<file path="config.mk">
export PLATFORM = sky130hd
export DESIGN_NAME = fp_acc_normalize
export DESIGN_NICKNAME = d
export VERILOG_FILES = /design/src/rtl/fp_acc_normalize.sv
export SDC_FILE = /design/constraint.sdc
export NUM_CORES = 1
export LEC_CHECK = 0
export ABC_AREA = 0
export CORE_ASPECT_RATIO = 0.7
export CORE_MARGIN = 10
export CORE_UTILIZATION = 34
export CTS_CLUSTER_SIZE = 30
export DETAILED_ROUTE_END_ITERATION = 10
export PLACE_DENSITY = 0.64
export SLEW_MARGIN = 40
export SYNTH_ARGS = -nofsm -noshare
export SYNTH_HDL_FRONTEND = slang
export SYNTH_SLANG_ARGS = --single-unit
export TNS_END_PERCENT = 10
</file>
<file path="constraint.sdc">
create_clock -name clk -period 5 [get_ports clk]
set_input_delay 0.75 -clock clk [delete_from_list [all_inputs] [get_ports clk]]
set_output_delay 0.75 -clock clk [all_outputs]
set_load 0.005 [all_outputs]
</file>
<file path="src/rtl/fp_acc_normalize.sv">
// fp_acc_normalize: converts the accumulator's {exponent, two's-complement fixed-point}
// result into IEEE FP16. It normalises one left shift per cycle, then rounds,
// range-checks (saturate to infinity / flush to zero) and packs sign/exp/mantissa.
//
// Ports:
//   clk        rising-edge clock
//   rst        asynchronous reset, active-low
//   start      launch a conversion (sampled only while ready=1)
//   exp_in     accumulator exponent
//   acc_in     accumulator value, value = acc_in * 2^(exp_in-EXP_BIAS-MAN_W)
//   ready      idle, can accept start
//   out_valid  one-cycle pulse with each result
//   fp_out     FP16 result, held until the next result
//   overflow   result saturated to infinity
//   underflow  result flushed to zero
//
// Configuration macro: RNE_ROUND_EN selects round-to-nearest-even; when it is
// undefined the mantissa is truncated.
module fp_acc_normalize #(
  parameter int unsigned ACC_W    = 32,
  parameter int unsigned EXP_W    = 5,
  parameter int unsigned MAN_W    = 10,
  parameter int unsigned EXP_BIAS = 15
) (
  input  logic                   clk,
  input  logic                   rst,
  input  logic                   start,
  input  logic [EXP_W-1:0]       exp_in,
  input  logic [ACC_W-1:0]       acc_in,
  output logic                   ready,
  output logic                   out_valid,
  output logic [EXP_W+MAN_W:0]   fp_out,
  output logic                   overflow,
  output logic                   underflow
);

  localparam int unsigned E_W   = EXP_W + 3;
  localparam int unsigned FP_W  = 1 + EXP_W + MAN_W;
  localparam int unsigned E_OFF = ACC_W - 1 - MAN_W;
  // Biased exponent of infinity (all ones).
  localparam logic signed [E_W-1:0] E_MAX  = E_W'(2 * EXP_BIAS + 1);
  localparam logic signed [E_W-1:0] E_ZERO = '0;

  typedef enum logic [1:0] {
    S_IDLE,
    S_NORM,
    S_PACK
  } state_e;

  state_e                   state_q, state_d;
  logic [ACC_W-1:0]         mag_q, mag_d;
  logic signed [E_W-1:0]    e_q, e_d;
  logic                     sign_q, sign_d;
  logic                     zero_q, zero_d;
  logic                     ready_q, ready_d;
  logic                     out_valid_q, out_valid_d;
  logic [FP_W-1:0]          fp_q, fp_d;
  logic                     ovf_q, ovf_d;
  logic                     unf_q, unf_d;

  logic [ACC_W-1:0]         mag_abs;
  logic [MAN_W-1:0]         man_r;
  logic signed [E_W-1:0]    e_r;
  logic                     is_inf;
  logic                     is_tiny;

  // Magnitude; the most-negative input maps onto itself, which is the correct unsigned value.
  assign mag_abs = acc_in[ACC_W-1] ? (~acc_in + ACC_W'(1)) : acc_in;

  // Rounded mantissa/exponent of the normalised magnitude (implicit leading one at the MSB).
`ifdef RNE_ROUND_EN
  localparam int unsigned G_IDX = ACC_W - 2 - MAN_W;
  logic             guard_bit;
  logic             sticky_bit;
  logic             round_up;
  logic [MAN_W:0]   man_sum;

  assign guard_bit  = mag_q[G_IDX];
  assign sticky_bit = |mag_q[G_IDX-1:0];
  assign round_up   = guard_bit & (sticky_bit | mag_q[G_IDX+1]);
  assign man_sum    = {1'b0, mag_q[ACC_W-2 -: MAN_W]} + (MAN_W+1)'(round_up);
  assign man_r      = man_sum[MAN_W-1:0];
  assign e_r        = e_q + E_W'(man_sum[MAN_W]);
`else
  assign man_r      = mag_q[ACC_W-2 -: MAN_W];
  assign e_r        = e_q;
`endif

  assign is_inf  = (e_r >= E_MAX);
  assign is_tiny = (e_r <= E_ZERO);

  // State and datapath registers.
  always_ff @(posedge clk or negedge rst) begin
    if (!rst) begin
      state_q     <= S_IDLE;
      mag_q       <= '0;
      e_q         <= '0;
      sign_q      <= 1'b0;
      zero_q      <= 1'b0;
      ready_q     <= 1'b1;
      out_valid_q <= 1'b0;
      fp_q        <= '0;
      ovf_q       <= 1'b0;
      unf_q       <= 1'b0;
    end else begin
      state_q     <= state_d;
      mag_q       <= mag_d;
      e_q         <= e_d;
      sign_q      <= sign_d;
      zero_q      <= zero_d;
      ready_q     <= ready_d;
      out_valid_q <= out_valid_d;
      fp_q        <= fp_d;
      ovf_q       <= ovf_d;
      unf_q       <= unf_d;
    end
  end

  // Next-state and output logic. The exit to PACK looks at the value being
  // loaded into mag, so an already-normalised magnitude skips NORM entirely and
  // each result takes exactly leading-zeros + 2 edges.
  always_comb begin
    state_d     = state_q;
    mag_d       = mag_q;
    e_d         = e_q;
    sign_d      = sign_q;
    zero_d      = zero_q;
    ready_d     = ready_q;
    out_valid_d = 1'b0;
    fp_d        = fp_q;
    ovf_d       = ovf_q;
    unf_d       = unf_q;

    case (state_q)
      S_IDLE: begin
        if (start && ready_q) begin
          sign_d  = acc_in[ACC_W-1];
          mag_d   = mag_abs;
          e_d     = E_W'(exp_in) + E_W'(E_OFF);
          zero_d  = (acc_in == '0);
          ready_d = 1'b0;
          state_d = ((acc_in == '0) || mag_abs[ACC_W-1]) ? S_PACK : S_NORM;
        end
      end
      S_NORM: begin
        mag_d = mag_q << 1;
        e_d   = e_q - E_W'(1);
        if (mag_q[ACC_W-2]) begin
          state_d = S_PACK;
        end
      end
      S_PACK: begin
        out_valid_d = 1'b1;
        ready_d     = 1'b1;
        state_d     = S_IDLE;
        ovf_d       = 1'b0;
        unf_d       = 1'b0;
        if (zero_q) begin
          fp_d = '0;
        end else if (is_inf) begin
          fp_d  = {sign_q, {EXP_W{1'b1}}, {MAN_W{1'b0}}};
          ovf_d = 1'b1;
        end else if (is_tiny) begin
          fp_d  = {sign_q, {(FP_W-1){1'b0}}};
          unf_d = 1'b1;
        end else begin
          fp_d = {sign_q, e_r[EXP_W-1:0], man_r};
        end
      end
      default: begin
        state_d = S_IDLE;
        ready_d = 1'b1;
      end
    endcase
  end

  assign ready     = ready_q;
  assign out_valid = out_valid_q;
  assign fp_out    = fp_q;
  assign overflow  = ovf_q;
  assign underflow = unf_q;

endmodule
</file>
==> results.md <==
* Post-CTS Hold Fix Bufs at 0
* Worst Path Class, Setup: primary input to flip-flop
* Status: finished, final reports clean
* Cts bufs inserted at 9
* Slowest cell on the critical path: sky130_fd_sc_hd__nand4_1
* Final cycle utilization of the critical path at 0.597
* Final net count at 476
* Count of buffers added by post-CTS timing repair for setup at 0
* Clock latency on the worst-skew pair at between 0.3 and 0.4 ns
* Proportion of synthesized chip area in sequential cells at 0.444
* #FFs+latches synth at 63
* Buffer and inverter count on the worst path at 1
* PnR Total Power at 0.00237 W
* First-pass GRT wire length at 17.3 mm
* Detailed placement HPWL at slightly above 7 mm
* Critical path required time at 5.26 ns
* RD Place Congestion at roughly 0.87
* Most used standard cells in the synthesized netlist: sky130_fd_sc_hd__dfrtp_1, sky130_fd_sc_hd__nand2_1, sky130_fd_sc_hd__a22oi_1, sky130_fd_sc_hd__nor2_1, sky130_fd_sc_hd__o21ai_0
* Number of nets with antenna violations after detailed routing at 0
* Final hold violation count at 0
* Clock Skews at ~0.0043 ns
* DRC violation count after routing at 0
* EDFF count, synth at 0
* Slew Viols, Final at 0
* Syn Inst Count at approximately 380
* Die height at 106 um
* Critical Path Fanout Max at 9
* Multi-input gate area in the final layout at 1900 um^2
* Library cell with the highest instance count after synthesis: sky130_fd_sc_hd__dfrtp_1
* Via Count at 3247
* Family with the most delay on the worst path: simple AND/OR/NAND/NOR gates
* Most area-consuming cells after synthesis: sky130_fd_sc_hd__dfrtp_1, sky130_fd_sc_hd__a22oi_1, sky130_fd_sc_hd__mux2i_1
* Library cell with the largest summed area after synthesis: sky130_fd_sc_hd__dfrtp_1
* Initial core utilization at 0.345
* Final worst setup slack at 2.01 ns
* Area growth, synth to finish at 29.5%
* Hold Crit Class: flip-flop to flip-flop
* Total length of routed wires at 10.4 mm
* Transition time of the tightest slew-check pin at just over 0.8 ns
* TritonCTS sink count at 63
* Area share of the largest cell type after synthesis at 0.437
* Ratio of cells with drive above 1 in the final layout at 0.0894
* Bufs on Longest Clock Path at 2
* Post-synthesis instance area at 3550 um^2
* Clock slew at reported path FFs at 0.05 ns
* Cell Rows at 31
* Root buffer cell: sky130_fd_sc_hd__clkbuf_16
* Initial drt markers at 265
* Ant. Diodes at 0
* Crit path capture type: flip-flop
* Final critical-path required period at around 3 ns
* Average wire length per cell after detail routing at ~18 um
* Mapped Avg Cell Area at roughly 9.4 um^2
* RSZ-0062 raised after global routing: false
* Crit-path cells: clkdlybuf4s50_1 -> nor4_4 -> nand4_1 -> nor4_1 -> mux2_2 -> nand3_1
* Storage cell area at roughly 1600 um^2
* Number of buffers added on ports at slightly below 60
* Layout fillers at 947
* Core ar. at 10300 um^2
* Worst-case setup slack after placement at 1.78 ns
* Slew Limit Headroom at 0.448
* Most used flip-flop cell after synthesis: sky130_fd_sc_hd__dfrtp_1
* Setup TNS at 0 ns
* Stage delay of the slowest cell on the critical path at 0.53 ns
* Total overflow reported by the global router at 0
* Achievable Freq at 335 MHz
* Proportion of synthesized flip-flops having asynchronous set or reset at 1.00
* Arrival @ worst endpoint at 3.25 ns
* Number of setup violations in the final report at 0
* CP startpoint kind: primary input
* Maxcap violations at 0
* Antenna violations before repair at 0
* Max IR drop VDD at 0.000225 V
* Worst hold margin at 0.480 ns
* Ports at 60
* Total of cells resized after clock tree synthesis at 0
* Static Leak at 1.77 nW
* Number of global-route vias before repair at 3292
* Total Routing Usage GR at 0.140
* Pwr/cell area at 516 nW/um^2
* Number of H-tree branching levels at 3
* Clock tree from TritonCTS: yes
* Drt first pass iters at 4
* Average via count per standard cell at 5.72
* Net count after synthesis at 421
* Number of warnings reported in the yosys synthesis log at 0
* Synth unique cells at 48
* Area enclosed by the die boundary at 15000 um^2
* Maximum number of pins on one net before global-route repair at 64
* Horizontal extent of the die at ~140 um
-- worst paths after layout --
path	from	to	slack, ns	cells past startpoint
worst max-delay path	acc_in[3]	mag_q[27]	2.01	6
worst min-delay path	overflow	overflow	0.48	2
worst max register to register	state_q[0]	fp_out[1]	2.57	5
worst min register to register	overflow	overflow	0.48	2
max in group asynchronous	rst	mag_q[22]	4.09	2
min in group asynchronous	rst	out_valid	0.51	2
-- cells by family after synthesis --
| logic type | synth area share |
|---|---|
| AOI/OAI and AO/OA | 0.227 |
| xor gates and xnor gates | 0.0395 |
| adders and majority gates | 0.0176 |
| buffers and inverters | 0.0285 |
| DFF | 0.444 |
| muxes | 0.0426 |
| and+or+nand+nor | 0.201 |
-- routing by layer --
metal	routed length (um)	vias up	GRT usage
met5	0	-	0
met4	87	0	0.0335
met3	751	10	0.0493
met2	4370	99	0.199
met1	5150	1599	0.197
li1	-	1539	-
-- where the power goes --
part / internal [W] / leakage (nW) / switching, W / total, W
clock: 0.000398 / 0.138 / 0.000227 / 0.000625
sequential: 0.000737 / 0.798 / 0.000173 / 0.000910
combinational: 0.000412 / 0.839 / 0.000423 / 0.000835
total: 0.00155 / 1.77 / 0.000823 / 0.00237
-- sequential cells by signal, summed over array words and instances, names as in the netlist --
| register | flops |
|---|---|
| sign_q | 1 |
| zero_q | 1 |
| e_q | 8 |
| state_q | 2 |
| fp_out | 16 |
| overflow | 1 |
| mag_q | 31 |
| underflow | 1 |
| out_valid | 1 |
| ready | 1 |
-- layout make-up --
| type | instances | area share |
|---|---|---|
| timing repair buffer | 64 | 0.136 |
| clock inverter | 5 | 0.0125 |
| multi-input combinational | 286 | 0.413 |
| clock buffer | 11 | 0.0528 |
| inverter | 7 | 0.00572 |
| tap | 132 | 0.0359 |
| sequential | 63 | 0.343 |
-- metrics by stage --
step                      cell area, um^2  std cells   util
after floorplan                      3550        376      -
after global placement               4270        552  0.415
after detailed placement             4290        552  0.417
after CTS                            4590        568  0.447
after global routing                 4600        568  0.447
final                                4600        568  0.447
-- worst reg2reg max path, stage by stage (launching register included) --
cell,delay [ns]
sky130_fd_sc_hd__dfrtp_1,0.42
sky130_fd_sc_hd__nand2b_2,0.42
sky130_fd_sc_hd__nor3_1,0.35
sky130_fd_sc_hd__o21ai_0,0.22
sky130_fd_sc_hd__a2111oi_4,0.72
sky130_fd_sc_hd__a22o_1,0.23
-- layout by cell type (no fill, tap or decap), types with 3 or more instances in the layout --
| cell type | netlist | routed |
|---|---|---|
| sky130_fd_sc_hd__a22o_1 | 12 | 12 |
| sky130_fd_sc_hd__inv_1 | 7 | 7 |
| sky130_fd_sc_hd__or4_1 | 4 | 4 |
| sky130_fd_sc_hd__o211ai_1 | 14 | 14 |
| sky130_fd_sc_hd__nor2_1 | 29 | 27 |
| sky130_fd_sc_hd__nand2_1 | 36 | 36 |
| sky130_fd_sc_hd__or3_1 | 5 | 5 |
| sky130_fd_sc_hd__xnor2_1 | 6 | 6 |
| sky130_fd_sc_hd__o22ai_1 | 3 | 3 |
| sky130_fd_sc_hd__o21ai_0 | 23 | 23 |
| sky130_fd_sc_hd__nand2b_1 | 4 | 3 |
| sky130_fd_sc_hd__ha_1 | 5 | 5 |
| sky130_fd_sc_hd__clkbuf_16 | 0 | 9 |
| sky130_fd_sc_hd__xor2_1 | 10 | 10 |
| sky130_fd_sc_hd__a31oi_1 | 5 | 5 |
| sky130_fd_sc_hd__clkinvlp_4 | 0 | 3 |
| sky130_fd_sc_hd__a22oi_1 | 32 | 32 |
| sky130_fd_sc_hd__buf_4 | 0 | 4 |
| sky130_fd_sc_hd__o31ai_1 | 3 | 3 |
| sky130_fd_sc_hd__nor3_1 | 18 | 18 |
| sky130_fd_sc_hd__or4_4 | 3 | 3 |
| sky130_fd_sc_hd__dfrtp_1 | 62 | 62 |
| sky130_fd_sc_hd__or2_2 | 3 | 3 |
| sky130_fd_sc_hd__nand3_1 | 11 | 11 |
| sky130_fd_sc_hd__nor4_1 | 11 | 10 |
| sky130_fd_sc_hd__clkdlybuf4s50_1 | 0 | 58 |
| sky130_fd_sc_hd__mux2i_1 | 14 | 14 |
| sky130_fd_sc_hd__a21oi_1 | 8 | 8 |
Power figures use the tool's default switching activity.
==> RTL edit (same settings) <==
Add a define of `RNE_ROUND_EN`.
--- a/src/rtl/fp_acc_normalize.sv
+++ b/src/rtl/fp_acc_normalize.sv
@@ -16,6 +16,8 @@
 //
 // Configuration macro: RNE_ROUND_EN selects round-to-nearest-even; when it is
 // undefined the mantissa is truncated.
+`define RNE_ROUND_EN
+
 module fp_acc_normalize #(
   parameter int unsigned ACC_W    = 32,
   parameter int unsigned EXP_W    = 5,
Check against the original RTL: not equivalent (Yosys sat finds a counterexample within 4 cycles, from zero or initial values and one cycle with rst low).
==> RTL edit against the original RTL <==
Total power fell by 2.1%; non-clock buffer count down 1; worst setup slack worse by 0.19 ns; sequential cell count is the same; synthesized area is 12% higher; routed wire length increased by 4.1%; design area grew 6.8%; first-iteration DRC count increased by 28%; critical endpoint is now fp_out[3]; largest power group unchanged.
==> RTL edit: results (changes against the original RTL) <==
Dpl ws: 1.74 ns (-0.0434 ns)
Switching share of power: 35.1% (+0.34 points)
Reg2Reg Setup Slack: 1.82 ns (-0.75 ns)
Fraction of layout cells with a size suffix above 1: 8.94% (about the same)
Hold_ws: 0.472 ns (-0.00789 ns)
Syn Inst Count: 442 (+18%)
DR iter-0 viols: 340 (+28%)
Number of library cell types mapped by synthesis: 58 (+21%)
Max VDD drop: 0.000211 V (-6.1%)
Seq/Total Area, Yosys: 39.8% (-4.6 points)
Placed cell areas: 4620 um2 (+7.7%)
Max Used Layer: met4
DR WL met2: 4430 um (+1.4%)
Max Fanout on Critical Path: 10 (+1)
Syn nets: 488 (+16%)
Met1 usage: 19.1% (-0.60 points)
R2R Path Start: mag_q[20]
Synth cell count leaders: 62 x dfrtp_1, 47 x nand2_1, 40 x nor2_1
Hold EP: fp_out[7]
Outcome: completed
Pre-Repair DR Iteration Count: 5 (+1)
Pwr Density: 473 nW/um2 (-8.3%)
WP data arrival: 3.43 ns (+0.18 ns)
Vias in the first global route: 3382 (+2.7%)
Main area contributors after synthesis: dfrtp_1 39%, a22oi_1 4.5%, nand2_1 4.5%
DRC violations left: 0 (unchanged)
GR Util met3: 4.28% (-0.66 points)
RePlAce Congestion: 0.877 (+0.71%)
Met2 global-route usage: 18.5% (-1.4 points)
NumNets Final: 536 (+13%)
Worst Hold Launch: fp_out[7]
Worst slew pin tran: 0.921 ns (+0.0940 ns)
R2R depth: 11 (+6)
HP Class: reg2reg
Crit Path Category: reg2reg
Clk_skew: 0.00873 ns (+0.00445 ns)
First-pass GRT wire length: 17600 um (+1.8%)
Gr usage total: 13.3% (-0.73 points)
Ys Warns: 0 (unchanged)
Post-DP HPWL: 7960 um (+9.6%)
Wire per inst: 16.7 um (-8.4%)
CP endpoint: fp_out[3]
Vias per inst: 5.49 (-3.9%)
Cell Count, Final, Fillers Out: 645 (+14%)
Tmin final: 3.18 ns (+0.192 ns)
Placed insts: 632 (+14%)
P_leak: 0.00198 uW (+12%)
Met3 wire length: 769 um (+2.4%)
Met1 wire length: 5460 um (+5.9%)
Pin count of the biggest net entering global routing: 64 (unchanged)
==> RTL edit: cell count changes after synthesis, sizes merged, moves of 4 or more <==
| cell | before | now |
|---|---|---|
| and3 | 2 | 8 |
| nor4 | 14 | 8 |
| a22oi | 32 | 24 |
| nand2 | 36 | 47 |
| nor3 | 18 | 14 |
| a22o | 12 | 4 |
| nor2 | 29 | 40 |
| xor2 | 10 | 19 |
| o21ai | 24 | 45 |
| buf | 1 | 9 |
| nand3 | 11 | 16 |
==> RTL edit: cell type report <==
class,instances,area (um2)
Timing Repair Buffer,63,619
Sequential cell,63,1580
Fill cell,1111,6300
Inverter,8,30.0
Clock buffer,12,267
Tap cell,153,191
Clock inverter,1,5.00
Multi-Input combinational cell,345,2220
==> RTL edit: cells by family (layout without fill, tap and decap cells) <==
family                   count (synthesis)  in the layout  synth area share, %
AND/OR/NAND/NOR                        174            174                 22.6
AO/OA/AOI/OAI                          121            121                 20.7
flip-flops                              63             63                 39.8
buffers and inverters                   34             84                 4.74
XOR/XNOR                                28             28                 6.19
multiplexers                            16             16                 4.04
adder cells (fa/ha/maj)                  6              6                 1.89
==> RTL edit: critical path, cell delays in order (launching register included) <==
cell     delay (ns)
dfrtp_1        0.43
and2_1         0.21
ha_1           0.20
nand3_1        0.12
nor2_1         0.24
and3_1         0.20
ha_1           0.21
and3_1         0.31
nand4_1        0.11
and3_1         0.26
or4_4          0.67
o21ai_2        0.16
==> RTL edit: power groups by stage <==
stage               clock, uW  combinational [uW]  sequential [uW]
global route              610                 903              979
finish                    575                 798              947
detailed placement          0                 803              951
global placement            0                 782              939
CTS                       585                 805              943
floorplan                   0                 533              876
